[config.mk]
export PLATFORM = sky130hd
export DESIGN_NAME = simmem_release_scheduler_flat
export DESIGN_NICKNAME = d
export VERILOG_FILES = /design/src/rtl/simmem_release_scheduler_if.sv /design/src/rtl/simmem_release_scheduler.sv /design/src/flat_wrapper.sv
export SDC_FILE = /design/constraint.sdc
export NUM_CORES = 1
export LEC_CHECK = 0
export CAP_MARGIN = 10
export CORE_ASPECT_RATIO = 0.9
export CORE_UTILIZATION = 35
export DETAILED_ROUTE_END_ITERATION = 10
export SLEW_MARGIN = 20
export SYNTH_ARGS = -nofsm -noshare
export SYNTH_HDL_FRONTEND = slang
export SYNTH_SLANG_ARGS = --single-unit
[constraint.sdc]
create_clock -name clk_i -period 5.8 [get_ports clk_i]
set_input_delay 1.16 -clock clk_i [delete_from_list [all_inputs] [get_ports clk_i]]
set_output_delay 1.16 -clock clk_i [all_outputs]
set_load 0.1 [all_outputs]
[src/rtl/simmem_release_scheduler_if.sv]
// Request, release and acknowledge signals between the simulated-memory front end and the release scheduler.
// The scheduler sits on the slave modport; the traffic source and the message banks use master.
interface simmem_release_scheduler_if #(
  parameter int unsigned IDWidth    = 4,
  parameter int unsigned DelayWidth = 8
);
  // Request handshake: a request is taken on a rising edge where req_valid_i && req_ready_o.
  // The source may drop or change an untaken request at any time; req_ready_o never depends on req_valid_i.
  logic                                req_valid_i;
  logic                                req_ready_o;
  logic                                req_type_i;
  logic [IDWidth-1:0]                  req_id_i;
  logic [DelayWidth-1:0]               req_delay_i;
  logic [1:0][(1 << IDWidth)-1:0]      release_en_o;
  logic [1:0]                          released_valid_i;
  logic [1:0][IDWidth-1:0]             released_id_i;
  logic                                err_o;

  modport slave (
    input  req_valid_i, req_type_i, req_id_i, req_delay_i,
    input  released_valid_i, released_id_i,
    output req_ready_o, release_en_o, err_o
  );

  modport master (
    output req_valid_i, req_type_i, req_id_i, req_delay_i,
    output released_valid_i, released_id_i,
    input  req_ready_o, release_en_o, err_o
  );
endinterface

[src/rtl/simmem_release_scheduler.sv]
// Delays read-data / write-response releases per AXI ID while preserving per-key order.
// Define SIMMEM_RELEASE_SCHEDULER_ERR_EN to build the sticky protocol-error flag on err_o.
module simmem_release_scheduler #(
  parameter int unsigned IDWidth    = 4,
  parameter int unsigned NumSlots   = 8,
  parameter int unsigned DelayWidth = 8
) (
  input  logic                     clk_i,
  input  logic                     rst_ni,
  simmem_release_scheduler_if.slave bus
);
  localparam int unsigned NumIds    = 1 << IDWidth;
  localparam int unsigned RankWidth = (NumSlots > 1) ? $clog2(NumSlots) : 1;
  localparam int unsigned CountW    = $clog2(NumSlots + 1);

  logic [NumSlots-1:0]                 valid_q, valid_d;
  logic [NumSlots-1:0]                 type_q, type_d;
  logic [NumSlots-1:0][IDWidth-1:0]    id_q, id_d;
  logic [NumSlots-1:0][DelayWidth-1:0] cnt_q, cnt_d;
  logic [NumSlots-1:0][RankWidth-1:0]  rank_q, rank_d;

  logic [1:0][NumIds-1:0]   release_en;
  logic [1:0][NumSlots-1:0] ack_key;
  logic [1:0][NumSlots-1:0] ack_free;
  logic [1:0]               ack_hit;
  logic [NumSlots-1:0]      alloc_oh;
  logic                     alloc_found;
  logic                     req_ready;
  logic                     accept;
  logic [CountW-1:0]        same_cnt;
  logic                     freed_same;
  logic [RankWidth-1:0]     alloc_rank;

  // A slot is due when it is head of its key (rank 0) and its delay has run out.
  always_comb begin
    release_en = '0;
    for (int s = 0; s < NumSlots; s++) begin
      if (valid_q[s] && (rank_q[s] == '0) && (cnt_q[s] == '0)) begin
        release_en[type_q[s]][id_q[s]] = 1'b1;
      end
    end
  end

  always_comb begin
    ack_key  = '0;
    ack_free = '0;
    ack_hit  = '0;
    for (int t = 0; t < 2; t++) begin
      for (int s = 0; s < NumSlots; s++) begin
        if (bus.released_valid_i[t] && valid_q[s] && (type_q[s] == t[0]) &&
            (id_q[s] == bus.released_id_i[t])) begin
          ack_key[t][s] = 1'b1;
          if ((rank_q[s] == '0) && (cnt_q[s] == '0)) begin
            ack_free[t][s] = 1'b1;
          end
        end
      end
      ack_hit[t] = |ack_free[t];
    end
  end

  always_comb begin
    alloc_oh    = '0;
    alloc_found = 1'b0;
    same_cnt    = '0;
    for (int s = 0; s < NumSlots; s++) begin
      if (!valid_q[s] && !alloc_found) begin
        alloc_oh[s] = 1'b1;
        alloc_found = 1'b1;
      end
      if (valid_q[s] && (type_q[s] == bus.req_type_i) && (id_q[s] == bus.req_id_i)) begin
        same_cnt = same_cnt + CountW'(1);
      end
    end
  end

  assign req_ready  = ~&valid_q;
  assign accept     = bus.req_valid_i & req_ready;
  // A same-key head leaving on this edge means the newcomer queues one place earlier.
  assign freed_same = ack_hit[bus.req_type_i] &&
                      (bus.released_id_i[bus.req_type_i] == bus.req_id_i);
  assign alloc_rank = RankWidth'(same_cnt - CountW'(freed_same));

  always_comb begin
    valid_d = valid_q;
    type_d  = type_q;
    id_d    = id_q;
    cnt_d   = cnt_q;
    rank_d  = rank_q;
    for (int s = 0; s < NumSlots; s++) begin
      if (valid_q[s] && (cnt_q[s] != '0)) begin
        cnt_d[s] = cnt_q[s] - DelayWidth'(1);
      end
      for (int t = 0; t < 2; t++) begin
        if (ack_hit[t] && ack_key[t][s]) begin
          if (ack_free[t][s]) begin
            valid_d[s] = 1'b0;
            cnt_d[s]   = '0;
            rank_d[s]  = '0;
          end else if (rank_q[s] != '0) begin
            rank_d[s] = rank_q[s] - RankWidth'(1);
          end
        end
      end
      // Allocation only targets an invalid slot, so it never collides with the updates above.
      if (accept && alloc_oh[s]) begin
        valid_d[s] = 1'b1;
        type_d[s]  = bus.req_type_i;
        id_d[s]    = bus.req_id_i;
        cnt_d[s]   = bus.req_delay_i;
        rank_d[s]  = alloc_rank;
      end
    end
  end

  always_ff @(posedge clk_i or negedge rst_ni) begin
    if (!rst_ni) begin
      valid_q <= '0;
      type_q  <= '0;
      id_q    <= '0;
      cnt_q   <= '0;
      rank_q  <= '0;
    end else begin
      valid_q <= valid_d;
      type_q  <= type_d;
      id_q    <= id_d;
      cnt_q   <= cnt_d;
      rank_q  <= rank_d;
    end
  end

  assign bus.req_ready_o  = req_ready;
  assign bus.release_en_o = release_en;

`ifdef SIMMEM_RELEASE_SCHEDULER_ERR_EN
  localparam logic [CountW-1:0] MaxPending = CountW'((1 << RankWidth) - 1);

  logic err_q, err_d;

  always_comb begin
    err_d = err_q;
    if ((bus.released_valid_i[0] && !ack_hit[0]) || (bus.released_valid_i[1] && !ack_hit[1])) begin
      err_d = 1'b1;
    end
    if (bus.req_valid_i && !req_ready && (same_cnt == MaxPending)) begin
      err_d = 1'b1;
    end
  end

  always_ff @(posedge clk_i or negedge rst_ni) begin
    if (!rst_ni) begin
      err_q <= 1'b0;
    end else begin
      err_q <= err_d;
    end
  end

  assign bus.err_o = err_q;
`else
  assign bus.err_o = 1'b0;
`endif

endmodule
[src/flat_wrapper.sv]
// flat-port wrapper written by rule: the top's interface ports become plain ports
module simmem_release_scheduler_flat 
#(
  parameter int unsigned IDWidth    = 4,
  parameter int unsigned NumSlots   = 8,
  parameter int unsigned DelayWidth = 8
)
  (clk_i, rst_ni, bus_req_valid_i, bus_req_type_i, bus_req_id_i, bus_req_delay_i, bus_released_valid_i, bus_released_id_i, bus_req_ready_o, bus_release_en_o, bus_err_o);
  simmem_release_scheduler_if #(.IDWidth(IDWidth), .DelayWidth(DelayWidth)) bus_i ();
  input  logic clk_i;
  input  logic rst_ni;
  input wire logic [$bits(bus_i.req_valid_i)-1:0] bus_req_valid_i;
  input wire logic [$bits(bus_i.req_type_i)-1:0] bus_req_type_i;
  input wire logic [$bits(bus_i.req_id_i)-1:0] bus_req_id_i;
  input wire logic [$bits(bus_i.req_delay_i)-1:0] bus_req_delay_i;
  input wire logic [$bits(bus_i.released_valid_i)-1:0] bus_released_valid_i;
  input wire logic [$bits(bus_i.released_id_i)-1:0] bus_released_id_i;
  output wire logic [$bits(bus_i.req_ready_o)-1:0] bus_req_ready_o;
  output wire logic [$bits(bus_i.release_en_o)-1:0] bus_release_en_o;
  output wire logic [$bits(bus_i.err_o)-1:0] bus_err_o;
  assign bus_i.req_valid_i = bus_req_valid_i;
  assign bus_i.req_type_i = bus_req_type_i;
  assign bus_i.req_id_i = bus_req_id_i;
  assign bus_i.req_delay_i = bus_req_delay_i;
  assign bus_i.released_valid_i = bus_released_valid_i;
  assign bus_i.released_id_i = bus_released_id_i;
  assign bus_req_ready_o = bus_i.req_ready_o;
  assign bus_release_en_o = bus_i.release_en_o;
  assign bus_err_o = bus_i.err_o;
  simmem_release_scheduler #(.IDWidth(IDWidth), .NumSlots(NumSlots), .DelayWidth(DelayWidth)) u_core (.clk_i(clk_i), .rst_ni(rst_ni), .bus(bus_i));
endmodule
==> reports/results.ini, run 1 <==
[clock_tree]
cts-root-buf=clkbuf_16
clk_pin_slew_worst_paths_ns=0.06
cts_setup_buffers=0
clock-sinks=136
clkLatencyLatePin_ns=0.43
clk_path_buf_depth=2
holdBufCountCts=0
cts_max_level=4
cts_buffers=17
cts_tree=yes

[synth]
seq_area_frac_synth=0.292
synth_cells=1477
avgSynthCellArea_um2=7.88
synth_ff_type=dfrtp_1
ys_warn_count=0
synth-async-reset-ratio=1.00
synth_edf_count=0
ys_seq_elements=136
yosysUniqueCellTypes=73
synth_area_um2=11600
syn-num-nets=1541

[min_path]
hold_depth=1
hold_path.class=reg -> reg

[floorplan]
start_util=0.360
die_x_um=194
dieArea_um2=34000
die_y_um=175
std_cell_rows=62
core-area_um2=32300
ios=60

[drt]
antenna_left=0
via_per_inst=6.08
num_vias=11800
drc_errors=2
drt-total-wl_mm=44.9
drt_first_pass_iters=11
drtIter0Drc=1717
avgRoutedWirePerCell_um=23.2

[place]
placed_cells=1903
postPlaceCellArea_um2=12700
dp_hpwl_mm=33.7
io_buffers=58
place_congestion=0.983

[pwr]
power_density_nw_per_um2=239
vdd_drop_max_v=0.000195
leakage_uw=0.00576

[global_routing]
grt.overflow.total=0
grt_antenna_before_repair=0
use_met1=0.372
grt_max_degree=100
grtUsageMet2=0.381
track_usage=0.262
first_global_vias=11100
busiest_layer=met2
use_met3=0.0712
grt_pass1_wl_mm=67.5

[cells_and_area]
layout-drive-gt1-share=0.106
stdcell_count=1935
multi_input_area_um2=7540
fin_nets=1570
syn2layout_area_growth_pct=14.5
seq_area_um2=3400
antenna_cells=0
fillers=3242
design_area_um2=13300

[sta]
tightest_slew_ns=1.05
hold_violations=0
hold_slack_ns=0.485
fin_skew_ns=0.0146
relSlewSlack=0.302
clock.fmax_mhz=187
final.min_clock_period_ns=5.35
setup_viol=0
rsz0062_at_grt=no
min_period_over_period=0.922
slew_violations=0

[critical_path]
critPathMaxFanout=6
crit_path_end_kind=flip-flop
critPathLaunchType=primary input
ff2ff_path_depth=21
crit_type=in -> reg
crit_required_ns=6.05
crit_arrival_ns=5.60

[job]
max_cap_viol_count=0

[status]
violations=design-rule violations
status=complete, but fails checks

==> worst max-delay path, stage by stage <==
cell             delay [ns]
clkdlybuf4s50_1        0.50
buf_4                  0.18
xnor2_1                0.16
and3_2                 0.26
mux2i_1                0.27
inv_1                  0.07
ha_1                   0.31
nand3_1                0.10
nor2_1                 0.05
a211o_1                0.29
inv_1                  0.07
ha_1                   0.24
xnor3_1                0.35
nand3_1                0.08
o221ai_1               0.11
ha_1                   0.30
o21ai_0                0.18
ha_1                   0.19
xnor2_1                0.13
xnor3_2                0.38
inv_2                  0.12
a22oi_1                0.09
==> area by class of cell <==
class	instances	share of cell area
well taps	416	0.0391
flip-flops and latches	136	0.255
clock inverters	12	0.0106
repair buffers	124	0.0756
inverters	67	0.0189
multi-input cells	1160	0.565
clock buffers	20	0.0350
==> power by group <==
| group | leakage (uW) | switching [uW] | internal (uW) |
|---|---|---|---|
| clock network | 0.000282 | 456 | 673 |
| registers | 0.00166 | 184 | 1080 |
| logic | 0.00382 | 465 | 331 |
| total | 0.00576 | 1100 | 2080 |
==> synthesized netlist by cell type, types with 6 or more instances <==
cell | n | area (um2)
a21o_1 | 6 | 45.0
nor2b_1 | 26 | 163
clkbuf_1 | 79 | 297
o21ai_0 | 66 | 330
xor2_1 | 82 | 718
ha_1 | 38 | 475
nor3_1 | 43 | 215
a222oi_1 | 37 | 370
and4_1 | 6 | 52.6
nand3_1 | 58 | 290
inv_1 | 67 | 251
mux2_2 | 8 | 90.1
o211ai_1 | 6 | 45.0
nand2_1 | 245 | 920
dfrtp_1 | 136 | 3400
nor4_1 | 29 | 181
nor3b_1 | 17 | 128
a22o_1 | 13 | 114
buf_4 | 6 | 45.0
nor4b_1 | 6 | 52.6
a32oi_1 | 11 | 96.3
buf_2 | 17 | 85.1
a21oi_1 | 32 | 160
or4_1 | 9 | 67.6
or3_1 | 15 | 93.8
o31ai_1 | 17 | 128
nand4_1 | 23 | 144
nand2b_1 | 21 | 131
a22oi_1 | 34 | 255
and3_1 | 18 | 113
and2_1 | 9 | 56.3
a221oi_1 | 10 | 87.6
mux2i_1 | 11 | 110
nor2_1 | 101 | 379
a31oi_1 | 11 | 68.8
buf_1 | 9 | 33.8
xnor2_1 | 85 | 744
==> placed cells by master, fill, tap and decap left out, types with 32 or more instances in the layout <==
cell type	n
a21oi_1	32
buf_4	98
nand3_1	58
xor2_1	82
dfrtp_1	136
o21ai_0	66
nor2_1	101
xnor2_1	84
a22oi_1	34
nor3_1	41
a222oi_1	37
nand2_1	245
ha_1	38
inv_1	66
==> final timing paths <==
check | to | startpoint | slack [ns]
worst min-delay path | u_core.rank_q[9] | u_core.rank_q[9] | 0.49
min in group asynchronous | u_core.cnt_q[56] | rst_ni | 0.82
worst max register to register | u_core.rank_q[20] | u_core.id_q[11] | 0.78
worst max-delay path | u_core.rank_q[20] | bus_req_id_i[1] | 0.45
max in group asynchronous | u_core.cnt_q[54] | rst_ni | 3.81
worst min register to register | u_core.rank_q[9] | u_core.rank_q[9] | 0.49
==> stage by stage <==
| stage | setup TNS, ns | total power (uW) | setup WS [ns] | utilization |
|---|---|---|---|---|
| 3_3_place_gp | -3.33 | 2040 | -0.441 | 0.392 |
| 2_1_floorplan | 0 | 1790 | 0.0187 | - |
| 4_1_cts | 0 | 3180 | 0.0885 | 0.411 |
| 3_5_place_dp | -4.24 | 2050 | -0.532 | 0.392 |
| 6_report | 0 | 3190 | 0.450 | 0.412 |
| 5_1_grt | 0 | 3330 | 0.0456 | 0.412 |
==> state kept, by name (all words and copies together), names as in the netlist <==
register        flops
u_core.rank_q      24
u_core.cnt_q       64
u_core.type_q       8
u_core.id_q        32
u_core.valid_q      8
==> per-layer routing <==
layer  up-vias  wire [um]
met1      5695      19800
met4         0       1120
li1       5301          -
met2       687      18800
met5         -          0
met3        84       5130
==> logic make-up (layout without fill, tap and decap cells) <==
group / after synthesis / count (layout) / synth area share
XOR/XNOR: 170 / 170 / 0.131
adder cells (fa/ha/maj): 38 / 38 / 0.0408
AND/OR/NAND/NOR: 644 / 644 / 0.273
flip-flops: 136 / 136 / 0.292
buffers and inverters: 181 / 223 / 0.0630
multiplexers: 19 / 19 / 0.0172
other: 1 / 1 / 0.000322
AO/OA/AOI/OAI: 288 / 288 / 0.182
==> repair_timing <==
item	4_1_cts	5_1_grt
hold endpoints to repair	0	0
setup endpoints to repair	4	14
resized for setup	1	7
pin swaps	1	3
Power figures use the tool's default switching activity.
==> run 2, diff against run 1 <==
ABC_AREA = 1   (was unset)
==> reports/results.ini, run 2 <==
[synth]
synth_edf_count=0
synth_cells=2169
syn-num-nets=2233
yosysUniqueCellTypes=53
ys_seq_elements=136
synth.area.top_cells=dfrtp_1 (25%), nand2_1 (17%), nand3_1 (8.2%), inv_1 (7.2%), nor2_1 (6.1%)
synth_area_um2=13400
synth_ff_type=dfrtp_1
yosysTopAreaCell=dfrtp_1
yosysTopAreaCellShare=0.253
ys_warn_count=0
synthMostInstantiatedCell=nand2_1
seq_area_frac_synth=0.253
avgSynthCellArea_um2=6.19
synth-async-reset-ratio=1.00
synth_common_cells=nand2_1 (619), inv_1 (257), nand3_1 (219), nor2_1 (218), dfrtp_1 (136)

[sta]
rsz0062_at_grt=no
slew_violations=0
hold_slack_ns=0.575
clock.fmax_mhz=189
relSlewSlack=0.294
hold_violations=0
tightest_slew_ns=1.05
setup_tns_ns=0
setup_viol=0
fin_skew_ns=0.0119
final.min_clock_period_ns=5.29
min_period_over_period=0.912

[pwr]
leakage_uw=0.00721
vdd_drop_max_v=0.000229
power_density_nw_per_um2=477
finalPower_uw=7170

[cells_and_area]
regMostFlops=u_core.cnt_q
antenna_cells=0
reg_top3=u_core.cnt_q x64, u_core.id_q x32, u_core.rank_q x24
largest_register_ffs=64
final_cell_mix=nand2_1 (617), inv_1 (257), nand3_1 (219)
mostFrequentLayoutCell=nand2_1
layout-drive-gt1-share=0.0890
fin_nets=2275
fillers=4089
syn2layout_area_growth_pct=11.9

[critical_path]
crit_type=in -> reg
crit_path_end_kind=flip-flop
path_common_cell=nand2_1
path_delay_family=simple AND/OR/NAND/NOR gates
critPathLaunchType=primary input
slowest_stage=ha_1
crit_required_ns=6.16
critPathMaxFanout=8
cp-startpoint=bus_req_id_i[0]
crit_buf_inv=7
crit_arrival_ns=5.65
r2r-start=u_core.id_q[3]
max_stage_delay_ns=0.30

[drt]
num_vias=15200
drt-total-wl_mm=57.8
avgRoutedWirePerCell_um=21.3
via_per_inst=5.60
drt_first_pass_iters=5
antenna_left=0
drtIter0Drc=1758
drc_errors=0

[floorplan]
die_y_um=188
start_util=0.358
ios=60
die_x_um=208
dieArea_um2=39200
core-area_um2=37600
std_cell_rows=67

[clock_tree]
clk_pin_slew_worst_paths_ns=0.06
cts_tree=yes
clkLatencyLatePin_ns=0.44
cts_max_level=4
cts-root-buf=clkbuf_16
clock-sinks=136
holdBufCountCts=0
clk_path_buf_depth=2
cts_buffers=17

[min_path]
hold_path.class=reg -> reg
worstHoldStart=u_core.cnt_q[4]

[global_routing]
grt_antenna_before_repair=0
first_global_vias=14400
grt_pass1_wl_mm=87.8
grt.overflow.total=0
grt_max_degree=103
track_usage=0.295

[place]
io_buffers=58
place_congestion=1.01
dp_hpwl_mm=45.5

[job]
max_cap_viol_count=0

[status]
status=completed

run 2: cells by family (layout without fill, tap and decap cells):
logic type	after synthesis	count (layout)	share of synthesized area
AO/OA/AOI/OAI	300	300	0.131
buffers and inverters	366	421	0.114
other	1	1	0.000279
adder cells (fa/ha/maj)	38	38	0.0354
AND/OR/NAND/NOR	1242	1242	0.410
flip-flops	136	136	0.253
XOR/XNOR	86	86	0.0561
run 2: layout make-up:
| cell class | instances | area, um2 | share of cell area |
|---|---|---|---|
| tap | 483 | 604 | 0.0402 |
| sequential | 136 | 3400 | 0.227 |
| multi-input combinational | 1667 | 8510 | 0.567 |
| inverter | 278 | 1050 | 0.0696 |
| clock buffer | 20 | 457 | 0.0304 |
| clock inverter | 12 | 92.6 | 0.00616 |
| timing repair buffer | 111 | 906 | 0.0603 |
run 2: worst paths after layout:
check	endpoint	slack, ns	depth (start not counted)
min in group asynchronous	u_core.cnt_q[21]	0.83	1
worst max register to register	u_core.rank_q[23]	0.67	34
worst min register to register	u_core.cnt_q[4]	0.57	2
worst max-delay path	u_core.rank_q[23]	0.51	35
worst min-delay path	u_core.cnt_q[4]	0.57	2
max in group asynchronous	u_core.id_q[21]	3.89	2
run 2: through the flow:
step,std cells,worst slack [ns],instance area (um2),utilization
after floorplan,2169,0.326,13400,-
after global placement,2675,-0.349,14500,0.385
after detailed placement,2675,-0.405,14500,0.385
after CTS,2707,0.00609,15000,0.400
after global routing,2707,0.0255,15000,0.400
final,2707,0.512,15000,0.400
run 2: tightest hold or removal path, cell delays in order (launching register included):
cell     delay, ns
dfrtp_1       0.34
a21oi_1       0.06
o21ai_0       0.14
run 2: power by group:
part           leakage [uW]  switching (uW)  internal [uW]  total, uW
logic               0.00529            2830           1250       4080
clock network      0.000260             477            575       1050
registers           0.00165             653           1390       2040
run 2: repair_timing:
action / 4_1_cts / 5_1_grt
setup buffers: 0 / 0
setup endpoints to repair: 0 / 16
endpoints found under the hold margin: 0 / 0
resized for setup: 0 / 13
run 2: layer usage:
layer  track usage  up-vias  routed length (um)
li1              -     7191                   -
met1         0.397     7173               25500
met2         0.463      686               25200
met3        0.0523      115                4660
met4         0.128        0                2410
met5             0        -                   0
